$ cat config.mk
export PLATFORM = sky130hd
export DESIGN_NAME = pwm_ramp_ctrl
export DESIGN_NICKNAME = d
export VERILOG_FILES = /design/src/rtl/pwm_pkg.sv /design/src/rtl/pwm_ramp_ctrl.sv
export SDC_FILE = /design/constraint.sdc
export NUM_CORES = 1
export LEC_CHECK = 0
export ABC_AREA = 1
export CORE_MARGIN = 3
export CORE_UTILIZATION = 53
export DETAILED_ROUTE_END_ITERATION = 8
export GPL_TIMING_DRIVEN = 0
export PLACE_DENSITY_LB_ADDON = 0.15
export SLEW_MARGIN = 20
export SYNTH_ARGS = -nofsm -noshare
export SYNTH_HDL_FRONTEND = slang
export SYNTH_SLANG_ARGS = --single-unit
$ cat constraint.sdc
create_clock -name clk -period 5.3 [get_ports clk]
set_input_delay 1.06 -clock clk [delete_from_list [all_inputs] [get_ports clk]]
set_output_delay 1.06 -clock clk [all_outputs]
set_load 0.01 [all_outputs]
$ cat src/rtl/pwm_pkg.sv
// Shared definitions for the PWM ramp controller: default width and FSM state encoding.
package pwm_pkg;

    localparam int W_DEFAULT = 8;

    typedef enum logic [1:0] {
        ST_IDLE = 2'd0,
        ST_RAMP = 2'd1,
        ST_HOLD = 2'd2
    } state_t;

endpackage

$ cat src/rtl/pwm_ramp_ctrl.sv
// Ramps the duty/period fed to a PWM generator toward a commanded target,
// changing them only at frame boundaries of a mirrored frame counter.
//
// state | meaning
// IDLE  | no target held; accepting commands
// RAMP  | stepping duty toward the latched target at frame boundaries
// HOLD  | target reached; accepting commands
module pwm_ramp_ctrl
    import pwm_pkg::*;
#(
    parameter int W = W_DEFAULT
) (
    input  logic         clk,
    input  logic         rst,
    input  logic         cmd_valid,
    output logic         cmd_ready,
    input  logic [W-1:0] cmd_duty,
    input  logic [W-1:0] cmd_period,
    input  logic [W-1:0] ramp_step,
    input  logic [W-1:0] ramp_div,
    input  logic         stop,
    output logic [W-1:0] duty,
    output logic [W-1:0] period,
    output logic         frame_start,
    output logic         busy,
    output logic         done
);

    state_t         r_state;
    state_t         w_state_nxt;

    logic [W-1:0]   r_cnt;
    logic [W-1:0]   r_duty;
    logic [W-1:0]   r_period;
    logic [W-1:0]   r_tgt_duty;
    logic [W-1:0]   r_tgt_period;
    logic [W-1:0]   r_step;
    logic [W-1:0]   r_div;
    logic [W-1:0]   r_div_cnt;
    logic           r_frame_start;
    logic           r_done;
    logic           r_ready;
    logic           r_load_pend;
    logic           r_zero_pend;

    logic           w_wrap;
    logic           w_accept;
    logic           w_up;
    logic           w_step_now;
    logic           w_reach;
    logic           w_ramp_bnd;
    logic [W-1:0]   w_clamped;
    logic [W:0]     w_diff;
    logic [W:0]     w_inc;
    logic [W:0]     w_stepped;

    // Same wrap rule as the generator: period 0 wraps at 2^W-1, i.e. a 2^W frame.
    assign w_wrap     = (r_cnt >= (r_period - W'(1)));
    assign w_accept   = cmd_valid & r_ready & ~stop;
    assign w_clamped  = ((cmd_duty > cmd_period) && (cmd_period != '0)) ? cmd_period : cmd_duty;

    assign w_up       = (r_tgt_duty > r_duty);
    assign w_diff     = w_up ? ({1'b0, r_tgt_duty} - {1'b0, r_duty})
                             : ({1'b0, r_duty} - {1'b0, r_tgt_duty});
    assign w_inc      = ({1'b0, r_step} < w_diff) ? {1'b0, r_step} : w_diff;
    assign w_stepped  = w_up ? ({1'b0, r_duty} + w_inc) : ({1'b0, r_duty} - w_inc);
    assign w_step_now = ~r_load_pend && (r_div_cnt == r_div);
    assign w_reach    = r_load_pend ? ((r_step == '0) || (r_duty == r_tgt_duty))
                                    : (w_step_now && (w_stepped == {1'b0, r_tgt_duty}));
    assign w_ramp_bnd = (r_state == ST_RAMP) && !stop && w_wrap;

    always_ff @(posedge clk or posedge rst) begin
        if (rst) begin
            r_state <= ST_IDLE;
        end else begin
            r_state <= w_state_nxt;
        end
    end

    always_comb begin
        w_state_nxt = r_state;
        case (r_state)
            ST_IDLE, ST_HOLD: begin
                if (w_accept) begin
                    w_state_nxt = ST_RAMP;
                end
            end
            ST_RAMP: begin
                if (w_wrap && w_reach) begin
                    w_state_nxt = ST_HOLD;
                end
            end
            default: w_state_nxt = ST_IDLE;
        endcase
        if (stop) begin
            w_state_nxt = ST_IDLE;
        end
    end

    always_comb begin
        busy = (r_state == ST_RAMP);
    end

    always_ff @(posedge clk or posedge rst) begin
        if (rst) begin
            r_cnt         <= '0;
            r_frame_start <= 1'b0;
        end else begin
            r_frame_start <= w_wrap;
            if (w_wrap) begin
                r_cnt <= '0;
            end else begin
                r_cnt <= r_cnt + W'(1);
            end
        end
    end

    always_ff @(posedge clk or posedge rst) begin
        if (rst) begin
            r_duty       <= '0;
            r_period     <= '1;
            r_tgt_duty   <= '0;
            r_tgt_period <= '0;
            r_step       <= '0;
            r_div        <= '0;
            r_div_cnt    <= '0;
            r_done       <= 1'b0;
            r_ready      <= 1'b0;
            r_load_pend  <= 1'b0;
            r_zero_pend  <= 1'b0;
        end else begin
            r_done  <= 1'b0;
            r_ready <= (w_state_nxt != ST_RAMP);

            if (w_accept) begin
                r_tgt_duty   <= w_clamped;
                r_tgt_period <= cmd_period;
                r_step       <= ramp_step;
                r_div        <= ramp_div;
                r_load_pend  <= 1'b1;
            end

            // A stop on a boundary edge zeroes duty right away; otherwise at the next one.
            if (stop) begin
                r_load_pend <= 1'b0;
                r_zero_pend <= ~w_wrap;
            end else if (w_wrap) begin
                r_zero_pend <= 1'b0;
            end

            if (w_wrap && (stop || r_zero_pend)) begin
                r_duty <= '0;
            end

            if (w_ramp_bnd) begin
                if (r_load_pend) begin
                    r_period    <= r_tgt_period;
                    r_div_cnt   <= '0;
                    r_load_pend <= 1'b0;
                    if (w_reach) begin
                        r_duty <= r_tgt_duty;
                        r_done <= 1'b1;
                    end
                end else if (w_step_now) begin
                    r_duty    <= w_stepped[W-1:0];
                    r_div_cnt <= '0;
                    if (w_reach) begin
                        r_done <= 1'b1;
                    end
                end else begin
                    r_div_cnt <= r_div_cnt + W'(1);
                end
            end
        end
    end

    assign cmd_ready   = r_ready & ~stop;
    assign duty        = r_duty;
    assign period      = r_period;
    assign frame_start = r_frame_start;
    assign done        = r_done;

endmodule

==> results of run 1 <==
## flip-flops by register name, indices dropped and copies added, names as in the netlist
| name | count |
|---|---|
| frame_start | 1 |
| r_ready | 1 |
| r_div_cnt | 8 |
| period | 8 |
| r_load_pend | 1 |
| r_step | 8 |
| r_zero_pend | 1 |
| r_tgt_duty | 8 |
| done | 1 |
| r_cnt | 8 |
| r_tgt_period | 8 |
| r_state | 2 |
| duty | 8 |
| r_div | 8 |
## area by class of cell
type / instances / area (um2) / area share
Multi-Input combinational cell: 547 / 3680 / 0.503
Sequential cell: 71 / 1800 / 0.246
Timing Repair Buffer: 88 / 847 / 0.116
Inverter: 120 / 455 / 0.0622
Tap cell: 136 / 170 / 0.0232
Clock inverter: 7 / 145 / 0.0198
Clock buffer: 9 / 124 / 0.0169
Buffer: 17 / 98.8 / 0.0135
## cells in the final DEF (no fill, tap or decap), drive strengths merged, types with 2 or more instances in the layout
cell type      count
o2111ai            2
dfrtp             63
dfstp              8
a31oi              4
nor3b              4
nor2              53
inv              119
o22ai              8
o21bai             4
buf               37
a21oi             47
xnor2              5
ha                49
o21ai             55
fa                 3
xor2              33
o221ai             2
clkinv             3
clkdlybuf4s50     55
o211ai             2
bufinv             4
nor4               3
nand4              8
o21a               6
clkbuf            21
nand2            185
nor3              12
mux2i              2
nand3             52
or2                3
## logic make-up (layout without fill, tap and decap cells)
group	after synthesis	after routing	synth area share
flip-flops	71	71	0.316
adder cells (fa/ha/maj)	52	52	0.119
buffers and inverters	138	241	0.0976
XOR/XNOR	38	38	0.0588
AND/OR/NAND/NOR	319	321	0.265
multiplexers	2	2	0.00354
AO/OA/AOI/OAI	134	134	0.140
## per-layer routing
metal  global-route usage  up-vias  part of all wire
met3               0.0435       51             0.057
met2                0.450      204              0.48
li1                     -     2647                 -
met4                0.116        0             0.037
met5                    0        -                 0
met1                0.350     2542              0.43
## worst max-delay path, delay by kind of cell (launching register included)
| kind | cells | cell delay (ps) |
|---|---|---|
| DFF | 1 | 460 |
| buffers and inverters | 6 | 510 |
| muxes | 1 | 180 |
| AOI/OAI and AO/OA | 7 | 870 |
| xor gates and xnor gates | 2 | 360 |
| adders and majority gates | 4 | 1060 |
| and+or+nand+nor | 24 | 2290 |
## power by group
group          leakage (nW)  internal (mW)  switching (mW)  total [mW]
Combinational          2.68          0.889            1.18        2.07
Clock                 0.130          0.362           0.223       0.585
Sequential            0.830          0.600          0.0594       0.660
## worst max path at each step
stage,end,slack [ps],depth (start not counted)
after floorplan,r_state[0],-150,46
after global placement,r_state[0],-1030,43
after detailed placement,r_state[0],-1190,44
after CTS,r_state[0],-530,47
after global routing,r_state[0],-850,42
final,r_state[0],-560,44
## through the flow
stage	setup TNS (ps)	power (mW)	cells	setup WS [ps]	hold slack, ps
6_report	-5980	3.31	995	-560	492
5_1_grt	-9360	3.54	995	-848	511
4_1_cts	-5340	3.07	985	-530	488
3_5_place_dp	-13440	2.20	946	-1190	477
3_3_place_gp	-11590	2.15	945	-1030	470
2_1_floorplan	-1050	1.85	754	-152	449
## repair_timing
item | 4_1_cts | 5_1_grt
endpoints found under the setup margin | 12 | 12
pin swaps | 31 | 42
setup buffers | 20 | 11
gates cloned | 3 | 0
gates resized for setup | 38 | 42
hold buffers | 0 | 0
==> impl_metrics.csv, run 1 <==
group,metric,value,unit
final_layout,postLayoutCoreUtil,0.706,
worst_setup_path,crit_arrival,6100,ps
sta,drv_slew,0,
route,post_drt_wl_per_cell,15.7,um
synthesis,synth_edf_count,0,
power_and_ir_drop,p_per_area,452,nW/um2
final_layout,layout-drive-gt1-share,0.221,
sta,relSlewSlack,0.539,
synthesis,yosysTopAreaCell,"dfrtp_1",
die,core_area,10400,um2
run_status,violations,"negative setup slack",
worst_setup_path,worstSetupPathType,"flip-flop to flip-flop",
sta,tightestPinTransition,682,ps
clocking,cts_buffer_depth,2,
global_route,grt_max_degree,39,
run,drv_cap,0,
synthesis,avgSynthCellArea,7.50,um2
global_route,overflow,0,
min_path,hold_depth,1,
min_path,min_from,"r_cnt[0]",
synthesis,synthArstFlopShare,1.00,
global_route,grt_usage,0.271,
run_status,status,"finished, violations left",
worst_setup_path,end_kind,"flip-flop",
final_layout,area_growth,29.5,%
place,place_area,6470,um2
die,num_rows,37,
synthesis,ys_seq_elements,71,
place,place_congestion,0.882,
sta,min_period_over_period,1.11,
clocking,cts_root_buf,"clkbuf_8",
worst_setup_path,rrSetupSlack,-560,ps
route,dr_total_vias,5444,
global_route,grt_pass1_vias,5269,
min_path,hold_end,"r_cnt[0]",
sta,setup_viol,12,
final_layout,postLayoutCellArea,7320,um2
route,drc,0,
worst_setup_path,crit_start,"r_tgt_duty[5]",
clocking,insertion_delay,360,ps
die,design.portCount,56,
synthesis,synth_most_common_cell,"nand2_1",
worst_setup_path,crit_slowest_cell,"dfrtp_2",
die,start_util,0.545,
route,viasPerCell,5.47,
route,drtPass1Iterations,5,
die,die_h,109,um
synthesis,synth-main-ff-cell,"dfrtp_1",
sta,max_freq,171,MHz
global_route,antenna_found_initial,0,
worst_setup_path,ff2ff_path_depth,44,
synthesis,syn_nets,842,
synthesis,netlist_area,5660,um2
final_layout,n_antenna_cell,0,
sta,hold_violations,0,
worst_setup_path,r2r-start,"r_tgt_duty[5]",
final_layout,fillCellCount,838,
min_path,hold_class,"flip-flop to flip-flop",
clocking,cts_inserted_buffers,9,
sta,setup_ws,-560,ps
route,wirelength,15600,um
global_route,grt_pass1_wl,25300,um
power_and_ir_drop,p_leak,3.64,nW
clocking,cts_sinks,71,
die,die_w,109,um
synthesis,ys_warn_count,0,
worst_setup_path,cp_max_fo,6,
worst_setup_path,startpoint_type,"flip-flop",
synthesis,synthDistinctLibCells,48,
worst_setup_path,cpMostUsedCell,"nand2_1",
synthesis,synth_seq_area_share,0.316,
die,dieArea,11900,um2
sta,rsz0062_at_grt,"true",
route,drtAntennaViolNets,0,
place,dp_hpwl,11400,um
sta,fin_worst_skew,16.4,ps
clocking,tritoncts,"yes",
synthesis,yosysTopAreaCellShare,0.279,
worst_setup_path,required,5540,ps
clocking,cts.reportedPaths.clkPinSlew,90,ps
route,first_iter_violations,263,
synthesis,synth_area_leaders,"dfrtp_1, nand2_1, ha_1, inv_1, xor2_1",
synthesis,netlist_top_cells_count,"nand2_1, inv_1, dfrtp_1",
synthesis,syn_inst,754,
worst_setup_path,cpPeakStageDelay,460,ps
worst_setup_path,r2r_end,"r_state[0]",
place,port_buffers,55,
power_and_ir_drop,vdd.ir_drop.worst,265,uV
clocking,htreeDepth,3,
sta,final.min_clock_period,5860,ps
final_layout,final_nets,942,
No activity file was read; power rests on OpenSTA's default activity.
==> run 2: changes to the inputs <==
Settings changed: PLACE_DENSITY set to 0.8, PLACE_DENSITY_LB_ADDON 0.15 to unset.
==> run 2 against run 1 <==
  * Clock power down 12%
  * Sequential share of layout area down 0.37 points
  * First-iteration DRC count up 70%
  * Maximum frequency down 0.68%
  * Routed wire length up 9.3%
  * Power up 4.2%
  * Hold slack better by 2.5 ps
  * Global-route usage up 1.8 points
  * Cell count up 2.1%
  * Clock skew down 4.0 ps
  * The flow still finishes with violations (negative setup slack)
  * Worst setup slack worse by 40 ps
==> impl_metrics.csv, run 2 (same netlist as run 1, synthesis figures left out) <==
group,metric,value,unit
worst_setup_path,cpPeakStageDelay,440,ps
final_layout,fillCellCount,782,
place,place_congestion,0.930,
die,design.portCount,56,
die,dieArea,11900,um2
sta,hold_violations,0,
route,drtPass1Iterations,5,
worst_setup_path,required,5590,ps
global_route,grt_usage,0.289,
clocking,cts_sinks,71,
worst_setup_path,crit_arrival,6190,ps
final_layout,final_nets,963,
final_layout,fin_cells,1016,
power_and_ir_drop,p_leak,3.75,nW
clocking,insertion_delay,360,ps
power_and_ir_drop,p_per_area,465,nW/um2
worst_setup_path,r2r-start,"duty[3]",
route,drc,0,
run_status,violations,"negative setup slack",
worst_setup_path,rrSetupSlack,-600,ps
run,drv_cap,0,
place,dp_hpwl,11600,um
worst_setup_path,worstSetupPathType,"flip-flop to flip-flop",
final_layout,layout-drive-gt1-share,0.240,
worst_setup_path,ff2ff_path_depth,40,
clocking,cts_root_buf,"clkbuf_8",
route,drtAntennaViolNets,0,
worst_setup_path,startpoint_type,"flip-flop",
run_status,status,"finished, violations left",
worst_setup_path,crit_end,"duty[2]",
final_layout,area_growth,31.2,%
sta,tightestPinTransition,777,ps
worst_setup_path,crit_start,"duty[3]",
route,post_drt_wl_per_cell,16.8,um
global_route,grt_pass1_wl,26900,um
sta,final.setup.tns,-6500,ps
sta,setup_ws,-600,ps
sta,drv_slew,0,
worst_setup_path,r2r_end,"duty[2]",
die,start_util,0.545,
clocking,cts_inserted_buffers,9,
min_path,hold_class,"flip-flop to flip-flop",
sta,relSlewSlack,0.475,
worst_setup_path,crit_slowest_cell,"dfrtp_2",
die,die_h,109,um
sta,max_freq,169,MHz
route,viasPerCell,5.62,
route,wirelength,17100,um
worst_setup_path,cpMostUsedCell,"nand2_1",
place,dp.cells,946,
global_route,overflow,0,
final_layout,postLayoutCellArea,7420,um2
final_layout,mostFrequentLayoutCells,"nand2_1, inv_1, clkdlybuf4s50_1",
sta,hold_ws,495,ps
place,place_area,6470,um2
global_route,antenna_found_initial,0,
route,first_iter_violations,447,
power_and_ir_drop,power,3.45,mW
clocking,cts_buffer_depth,2,
sta,setup_viol,12,
place,place_ws,-1100,ps
sta,rsz0062_at_grt,"true",
global_route,grt_max_degree,39,
die,core_area,10400,um2
clocking,tritoncts,"yes",
route,dr_total_vias,5705,
final_layout,final_common_cell,"nand2_1",
die,die_w,109,um
sta,fin_worst_skew,12.4,ps
final_layout,n_antenna_cell,0,
power_and_ir_drop,vdd.ir_drop.worst,273,uV
clocking,htreeDepth,3,
sta,final.min_clock_period,5900,ps
sta,min_period_over_period,1.11,
die,num_rows,37,
clocking,cts.reportedPaths.clkPinSlew,90,ps
final_layout,postLayoutCoreUtil,0.715,
worst_setup_path,end_kind,"flip-flop",
place,port_buffers,55,
global_route,grt_pass1_vias,5604,
worst_setup_path,cp_max_fo,8,
==> run 2: cell types whose count changed in the layout (fill, tap and decap cells not counted), sizes merged <==
cell / previous run / this run
buf: 37 / 60
nand3: 52 / 51
clkinvlp: 1 / 0
inv: 119 / 120
clkbuf: 21 / 23
bufinv: 4 / 2
bufbuf: 1 / 0
==> run 2: where the power goes <==
| part | switching, mW | leakage [nW] | internal [mW] |
|---|---|---|---|
| Clock | 0.223 | 0.120 | 0.291 |
| Combinational | 1.27 | 2.80 | 1.02 |
| Sequential | 0.0499 | 0.833 | 0.599 |
==> run 2: cell type report <==
type,instances,area [um2],share of cell area
plain buffers,17,98.8,0.0133
clock buffers,11,151,0.0204
clock inverters,5,78.8,0.0106
inverters,120,458,0.0617
multi-input cells,546,3670,0.495
flip-flops and latches,71,1800,0.242
well taps,136,170,0.0229
repair buffers,110,991,0.134
==> run 2: what timing repair did <==
item	4_1_cts	5_1_grt
buffers inserted	46	8
gates cloned	1	0
hold buffers	0	0
gates resized for setup	48	34
endpoints found under the setup margin	12	12
pin swaps	39	42
==> run 2: how the worst min path moves through the flow <==
stage,from,end,slack [ps],cells after the start
final,r_tgt_period[5],period[5],490,2
after global routing,r_tgt_period[2],r_tgt_period[2],520,2
after CTS,r_tgt_period[5],r_tgt_period[5],500,2
after detailed placement,r_tgt_period[6],period[6],470,2
after global placement,r_tgt_period[5],period[5],470,2
after floorplan,r_tgt_period[0],r_tgt_period[0],450,2
==> run 2: metal layers <==
| metal | up-vias | GRT usage | part of all wire | routed length [um] |
|---|---|---|---|---|
| li1 | 2687 | - | - | - |
| met1 | 2699 | 0.361 | 0.42 | 7090 |
| met2 | 251 | 0.499 | 0.48 | 8240 |
| met3 | 68 | 0.0452 | 0.063 | 1070 |
| met4 | 0 | 0.116 | 0.039 | 669 |
| met5 | - | 0 | 0 | 0 |
==> run 2: worst max-delay path: cells and delay by family (launching register included) <==
family	cells	cell delay, ps
AND/OR/NAND/NOR	20	2000
XOR/XNOR	4	890
buffers and inverters	8	870
adder cells (fa/ha/maj)	3	790
AO/OA/AOI/OAI	4	550
flip-flops	1	440
multiplexers	1	240
==> run 3: changes to the inputs <==
Settings changed: MAX_ROUTING_LAYER set to met4.
==> run 3 against run 2 <==
  * The flow still finishes with violations (negative setup slack)
  * Via count is 0.77% higher
  * Power up 4.9%
  * Hold slack worse by 5.2 ps
==> impl_metrics.csv, run 3 (same netlist as run 1, synthesis figures left out) <==
group,metric,value,unit
run_status,status,"finished, violations left",
run_status,violations,"negative setup slack",
sta,relSlewSlack,0.550,
die,design.portCount,56,
place,port_buffers,55,
final_layout,final_nets,965,
sta,tightestPinTransition,667,ps
sta,max_freq,166,MHz
worst_setup_path,crit_start,"duty[0]",
die,die_h,109,um
run,drv_cap,0,
place,place_congestion,0.937,
clocking,tritoncts,"yes",
power_and_ir_drop,internal-power,2.00,mW
power_and_ir_drop,p_seq_frac,0.180,
clocking,cts.reportedPaths.clkPinSlew,80,ps
route,first_iter_violations,459,
final_layout,postLayoutCellArea,7530,um2
die,start_util,0.545,
global_route,grt_pass1_wl,26500,um
power_and_ir_drop,clkPwrFrac,0.158,
die,core_area,10400,um2
global_route,grt_usage,0.293,
power_and_ir_drop,vdd.ir_drop.worst,341,uV
die,die_w,109,um
worst_setup_path,r2r-start,"duty[0]",
clocking,htreeDepth,3,
clocking,cts_hold_buf,0,
sta,hold_violations,0,
power_and_ir_drop,p_leak,3.78,nW
route,post_drt_wl_per_cell,17.1,um
route,drtAntennaViolNets,0,
worst_setup_path,cp_max_fo,7,
power_and_ir_drop,combPwrFrac,0.662,
worst_setup_path,crit_end,"duty[7]",
route,viasPerCell,5.65,
final_layout,seq_area,1800,um2
power_and_ir_drop,p_per_area,480,nW/um2
final_layout,multi_input_area,3730,um2
power_and_ir_drop,power,3.62,mW
final_layout,final_common_cell,"nand2_1",
worst_setup_path,ff2ff_path_depth,39,
route,wirelength,17400,um
die,dieArea,11900,um2
final_layout,fillCellCount,781,
worst_setup_path,required,5550,ps
route,drc,0,
sta,drv_slew,0,
worst_setup_path,cpMostUsedCell,"nand2_1",
worst_setup_path,worstSetupPathType,"flip-flop to flip-flop",
clocking,cts_root_buf,"clkbuf_8",
worst_setup_path,cpPeakStageDelay,470,ps
clocking,insertion_delay,360,ps
sta,min_period_over_period,1.14,
min_path,hold_class,"flip-flop to flip-flop",
global_route,overflow,0,
power_and_ir_drop,p_sw,1.61,mW
global_route,grt_max_degree,39,
sta,setup_viol,12,
worst_setup_path,rrSetupSlack,-740,ps
place,place_area,6470,um2
worst_setup_path,end_kind,"flip-flop",
worst_setup_path,crit_arrival,6300,ps
worst_setup_path,crit_slowest_cell,"dfrtp_2",
final_layout,layout-drive-gt1-share,0.253,
global_route,antenna_found_initial,0,
sta,final.min_clock_period,6040,ps
global_route,grt_pass1_vias,5537,
worst_setup_path,startpoint_type,"flip-flop",
die,num_rows,37,
route,dr_total_vias,5749,
clocking,cts_buffer_depth,2,
sta,fin_worst_skew,11.0,ps
clocking,cts_sinks,71,
power_and_ir_drop,switching_share,0.446,
place,dp_hpwl,11700,um
clocking,cts_inserted_buffers,9,
sta,setup_ws,-742,ps
worst_setup_path,r2r_end,"duty[7]",
sta,rsz0062_at_grt,"true",
final_layout,mostFrequentLayoutCells,"nand2_1, inv_1, clkdlybuf4s50_1",
final_layout,area_growth,33.1,%
final_layout,n_antenna_cell,0,
route,drtPass1Iterations,6,
run 3: cell types whose count changed in the layout (fill, tap and decap cells not counted), sizes merged:
cell    previous run  this run
buf               60        62
bufinv             2         3
clkbuf            23        24
clkinv             3         1
run 3: per-layer routing:
layer  vias to the layer above  routed length (um)  share of wire  track usage
met2                       266                8400           0.48        0.469
met3                        88                1180          0.068       0.0511
li1                       2690                   -              -            -
met4                         0                 842          0.048        0.138
met1                      2705                7020           0.40        0.363
met5                         -                   0              0            -
run 3: repair_timing:
item                                    in CTS  in global routing
endpoints found under the setup margin      12                 12
resized for setup                           31                 62
pin swaps                                   35                 54
cloned                                       1                  0
setup buffers                               37                 19
run 3: cell type report:
type | instances | share of cell area
inverter | 120 | 0.0605
clock inverter | 4 | 0.0131
multi-input combinational | 546 | 0.496
timing repair buffer | 112 | 0.133
clock buffer | 12 | 0.0219
tap | 136 | 0.0226
sequential | 71 | 0.240
buffer | 17 | 0.0131
run 3: through the flow:
stage	instances	setup TNS, ps	hold slack [ps]	worst slack, ps	util
floorplan	754	-1050	449	-152	-
CTS	1000	-6480	489	-585	0.691
global placement	945	-11710	468	-1040	0.621
finish	1018	-8210	490	-742	0.726
global route	1018	-11850	521	-1040	0.726
detailed placement	946	-12630	476	-1120	0.624
run 3: power groups by stage:
stage          combinational (mW)  clock (mW)  sequential [mW]
5_1_grt                      2.57       0.600            0.657
3_3_place_gp                 1.50           0            0.655
4_1_cts                      1.93       0.583            0.649
6_report                     2.39       0.572            0.651
2_1_floorplan                1.21           0            0.642
3_5_place_dp                 1.55           0            0.656
run 3: worst max-delay path, delay by kind of cell, from the launching register on:
family          cells  cell delay, ps
compound gates      6             650
mux                 1             250
xor+xnor            3             850
simple gates       16            1510
fa+ha+maj           4            1200
flops               1             470
buf+inv             9            1000
run 3: how the worst min path moves through the flow:
stage / cells after the start / slack, ps / from / endpoint
floorplan: 2 / 450 / r_tgt_period[0] / r_tgt_period[0]
global placement: 2 / 470 / r_tgt_period[5] / period[5]
detailed placement: 2 / 480 / r_tgt_period[6] / period[6]
CTS: 2 / 490 / r_tgt_period[6] / period[6]
global route: 2 / 520 / period[5] / period[5]
finish: 1 / 490 / r_cnt[0] / r_cnt[0]
